`config.mk`:
```
export PLATFORM = sky130hd
export DESIGN_NAME = regfile_mp
export DESIGN_NICKNAME = d
export VERILOG_FILES = /design/src/rtl/regfile_mp.sv
export SDC_FILE = /design/constraint.sdc
export NUM_CORES = 2
export LEC_CHECK = 0
export BUFFER_PORTS_ARGS = -buffer_cell sky130_fd_sc_hd__buf_2
export CORE_ASPECT_RATIO = 1.2
export CORE_MARGIN = 2
export CORE_UTILIZATION = 60
export DETAILED_ROUTE_END_ITERATION = 10
export MAX_ROUTING_LAYER = met4
export PLACE_DENSITY_LB_ADDON = 0.08
export SLEW_MARGIN = 15
export SYNTH_ARGS = -nofsm -noshare
export SYNTH_HDL_FRONTEND = slang
export SYNTH_SLANG_ARGS = --single-unit
```
`constraint.sdc`:
```
create_clock -name clk -period 4.7 [get_ports clk]
set_clock_uncertainty 0.2 [all_clocks]
set_input_delay 0.705 -clock clk [delete_from_list [all_inputs] [get_ports clk]]
set_output_delay 0.705 -clock clk [all_outputs]
set_load 0.1 [all_outputs]
```
`src/rtl/regfile_mp.sv`:
```
// Multi-ported integer register file with a pending-write scoreboard.
// Reads are combinational, with optional same-cycle forwarding from the write ports.
module regfile_mp #(
    parameter int XLEN   = 32,
    parameter int NREGS  = 32,
    parameter int NRD    = 2,
    parameter int NWR    = 2,
    parameter int BYPASS = 1,
    localparam int AW    = $clog2(NREGS)
) (
    input  logic                clk,
    input  logic                reset,
    input  logic [NRD*AW-1:0]   rd_addr,
    output logic [NRD*XLEN-1:0] rd_data,
    output logic [NRD-1:0]      rd_busy,
    input  logic [NWR-1:0]      we,
    input  logic [NWR*AW-1:0]   w_addr,
    input  logic [NWR*XLEN-1:0] w_data,
    input  logic                iss_valid,
    input  logic [AW-1:0]       iss_addr,
    output logic [NREGS-1:0]    busy_vec
);

    logic [XLEN-1:0]  regs_q [NREGS];
    logic [XLEN-1:0]  regs_d [NREGS];
    logic [NREGS-1:0] busy_q;
    logic [NREGS-1:0] busy_d;

    // Next-state for storage and scoreboard; later write ports override earlier ones.
    always_comb begin
        regs_d = regs_q;
        busy_d = busy_q;
        for (int j = 0; j < NWR; j++) begin
            if (we[j] && (w_addr[j*AW +: AW] != {AW{1'b0}})) begin
                regs_d[w_addr[j*AW +: AW]] = w_data[j*XLEN +: XLEN];
                busy_d[w_addr[j*AW +: AW]] = 1'b0;
            end else begin
                busy_d = busy_d;
            end
        end
        // Issue is applied after the write clears so that marking pending wins.
        if (iss_valid && (iss_addr != {AW{1'b0}})) begin
            busy_d[iss_addr] = 1'b1;
        end else begin
            busy_d = busy_d;
        end
        regs_d[0] = {XLEN{1'b0}};
        busy_d[0] = 1'b0;
    end

    // State register with synchronous active-low reset that also discards same-edge writes.
    always_ff @(posedge clk) begin
        if (!reset) begin
            for (int r = 0; r < NREGS; r++) begin
                regs_q[r] <= {XLEN{1'b0}};
            end
            busy_q <= {NREGS{1'b0}};
        end else begin
            for (int r = 0; r < NREGS; r++) begin
                regs_q[r] <= regs_d[r];
            end
            busy_q <= busy_d;
        end
    end

    assign busy_vec = busy_q;

    for (genvar k = 0; k < NRD; k++) begin : g_rd
        logic [AW-1:0]   addr_s;
        logic [XLEN-1:0] data_s;
        logic            fwd_s;

        assign addr_s = rd_addr[k*AW +: AW];

        // Read mux: stored value unless an enabled write to a nonzero address matches.
        always_comb begin
            data_s = regs_q[addr_s];
            fwd_s  = 1'b0;
            if (BYPASS != 0) begin
                for (int j = 0; j < NWR; j++) begin
                    if (we[j] && (w_addr[j*AW +: AW] == addr_s) && (addr_s != {AW{1'b0}})) begin
                        data_s = w_data[j*XLEN +: XLEN];
                        fwd_s  = 1'b1;
                    end else begin
                        fwd_s = fwd_s;
                    end
                end
            end else begin
                fwd_s = 1'b0;
            end
        end

        assign rd_data[k*XLEN +: XLEN] = data_s;
        // A forwarded read is by definition no longer waiting on its producer.
        assign rd_busy[k] = fwd_s ? 1'b0 : busy_q[addr_s];
    end

endmodule

```
==> run_results.csv <==
group,metric,value,unit
run_status,status,"finished, violations left",
run_status,violations,"setup timing",
pwr,p_per_area,304,nW/µm²
clock_tree,cts_tree,"built",
logic_synthesis,yosysMostFrequentCell,"nand2_1",
job,cap_violations,0,
pwr,pwr-share-clk,0.422,
setup_path,crit_buf_inv,7,
pwr,pwr-share-seq,0.401,
setup_path,crit_required,3.80,ns
floorplanning,ios,192,
finish,final_core_util,0.663,
logic_synthesis,yosysUniqueCellTypes,76,
floorplanning,core,111000,µm²
pwr,p_sw_frac,0.311,
logic_synthesis,synth_area_leaders,"dfxtp_1 (31%), o211a_1 (15%), mux4_2 (12%)",
routing,vias,68171,
logic_synthesis,seq_area_frac_synth,0.305,
pwr,ir_drop,0.388,mV
routing,wl_per_cell,38.3,µm
timing,drv_slew,0,
clock_tree,htree_levels,3,
clock_tree,postCtsHoldBufs,0,
pwr,comb_power_share,0.177,
floorplanning,fp.dieArea,115000,µm²
logic_synthesis,synth_fa_ha_area_frac,0,
routing,vias_per_cell,8.05,
clock_tree,path_clk_slew,0.06,ns
setup_path,cpLargestDelayFamily,"buffers and inverters",
setup_path,cp_max_fo,56,
place,gp_congestion,1.03,
global_routing,grt.total_usage,0.566,
timing,tightest_slew,1.41,ns
floorplanning,initial_core_util,0.604,
global_routing,antenna_found_initial,40,
timing,max_freq,0.204,GHz
timing,worst_slack,-0.199,ns
min_path,hold_class,"input pin to flop",
setup_path,cp.arrival,3.99,ns
routing,routed_wl,324000,µm
logic_synthesis,async_flop_share,0,
pwr,power_switching,6960,µW
timing,min_period,4.90,ns
global_routing,grt_start_max_net_pins,129,
global_routing,grt_overflow,0,
finish,nNetsFinal,6923,
pwr,p_leak,0.0388,µW
timing,rsz0062_at_grt,"false",
routing,drt_iter0_markers,14150,
timing,finalHoldViolCount,0,
finish,final_layout_size_suffix_gt1_frac,0.197,
logic_synthesis,synth_xor_area_frac,0.00261,
routing,drc,0,
routing,ant_nets,0,
logic_synthesis,netlist.area_leader.share,0.305,
timing,relSlewSlack,0.0619,
place,dp_hpwl,189000,µm
clock_tree,clk_latency,0.79,ns
floorplanning,die_w,309,µm
global_routing,grt_pass1_wl,453000,µm
timing,setup_viol,3,
logic_synthesis,synth-compound-area-share,0.204,
setup_path,setup.worst_path.end_class,"output port",
setup_path,cp_slowest_cell,"o311ai_0",
floorplanning,die_h,370,µm
clock_tree,cts.sinks,1023,
clock_tree,cts_buffers,109,
logic_synthesis,synth_nets,7323,
logic_synthesis,synth-simple-area-share,0.165,
logic_synthesis,ys_top_cells_by_count,"nand2_1 (1128), dfxtp_1 (1023), nand3_1 (995)",
logic_synthesis,synth_top_family_by_area,"multiplexers",
pwr,power,22400,µW
logic_synthesis,syn_area_per_cell,9.28,µm²
logic_synthesis,synth_area,67100,µm²
logic_synthesis,synth-main-ff-cell,"dfxtp_1",
pwr,p_int,15400,µW
setup_path,cp-start-kind,"input pin",
place,io_buffers,190,
finish,syn2layout_area_growth,9.83,%
logic_synthesis,synth_edf_count,0,
logic_synthesis,synth-seq-cells,1023,
global_routing,grt_pass1_vias,62169,
logic_synthesis,netlist_instances,7229,
setup_path,slowest_delay,0.94,ns
clock_tree,clockRootBuffer,"clkbuf_16",
routing,firstDrtPassIters,11,
logic_synthesis,yosysWarnings,0,
clock_tree,clk_path_buf_depth,3,
timing,finalCritPeriodShare,1.04,
setup_path,crit_chain,"buf_8, buf_12, buf_12, nand2b_1, buf_4, o221ai_1, a21oi_1, o311ai_0, buf_4, o21ai_1, buf_4, buf_12",
logic_synthesis,yosys.area.top_type,"dfxtp_1",
logic_synthesis,synthMuxAreaShare,0.252,
setup_path,path_class,"input pin to output port",
floorplanning,num_rows,134,
per-layer routing:
metal / up-vias / routed length (µm) / global-route usage
li1: 26320 / - / -
met5: - / 0 / -
met1: 32630 / 106000 / 0.659
met4: 0 / 36100 / 0.505
met3: 2264 / 54900 / 0.235
met2: 6957 / 127000 / 0.735
power by group through the flow:
stage	Combinational, µW	Sequential (µW)	Clock, µW
after floorplan	2380	9140	0
after global placement	3720	9150	0
after detailed placement	3750	9160	0
after CTS	3760	8970	9340
after global routing	3970	8990	9720
final	3960	8980	9460
path summary, 6_finish.rpt:
kind	slack, ns	depth (start not counted)	start	to
hold reg to reg	0.35	2	busy_vec[5]	busy_vec[5]
hold / removal	0.04	3	iss_addr[0]	busy_vec[5]
setup reg to reg	3.55	3	busy_vec[30]	busy_vec[30]
setup / recovery	-0.20	12	rd_addr[1]	rd_data[19]
through the flow:
| stage | cells | hold WS [ns] | instance area [µm²] | setup TNS (ns) | setup slack [ns] |
|---|---|---|---|---|---|
| floorplan | 7229 | 0.366 | 67100 | 0 | 0.122 |
| global placement | 8214 | 0.339 | 69800 | -0.0473 | -0.0473 |
| detailed placement | 8214 | 0.331 | 69800 | -0.00116 | -0.00116 |
| CTS | 8421 | 0.0659 | 73600 | 0 | 0.123 |
| global route | 8456 | 0.0749 | 73700 | 0 | 0.0304 |
| finish | 8464 | 0.0430 | 73700 | -0.278 | -0.199 |
worst min-delay path, cell delays in order:
cell and delay (ns):
buf_2 0.13, nand3b_1 0.08, a21boi_0 0.07
repair_timing:
item / CTS / global route
setup buffers: 0 / 0
hold endpoints to repair: 0 / 0
endpoints found under the setup margin: 1 / 2
resized for setup: 1 / 3
kinds of logic after synthesis:
kind of cell    Yosys count
simple gates           2428
other cells               1
buf+inv                1054
flops                  1023
mux                    1213
compound gates         1490
xor+xnor                 20
placed cells by master, fill, tap and decap left out, types with 28 or more instances in the layout:
cell	count
nand2_1	1082
dfxtp_1	1023
nand3_1	994
o211a_1	992
mux2i_1	650
mux4_2	344
buf_4	269
mux2_2	207
buf_2	131
buf_12	115
clkbuf_16	112
a22oi_1	82
a221oi_1	70
nor2b_1	63
nor2_1	62
o22ai_1	53
diode_2	43
a21oi_1	40
o221ai_1	39
o21ai_0	38
a221o_1	31
nand2_4	31
clkinv_2	28
state kept, by name, indices dropped and copies added (netlist names):
signal / cells
busy_vec: 31
regs_q: 992
cell type report:
class | count | area, µm²
Antenna cell | 43 | 108
Clock buffer | 158 | 3210
Clock inverter | 49 | 582
Fill cell | 9105 | 37400
Inverter | 20 | 75.1
Multi-Input combinational cell | 5152 | 42300
Sequential cell | 1023 | 20500
Tap cell | 1496 | 1870
Timing Repair Buffer | 523 | 5090
No activity file was read; power rests on OpenSTA's default activity.
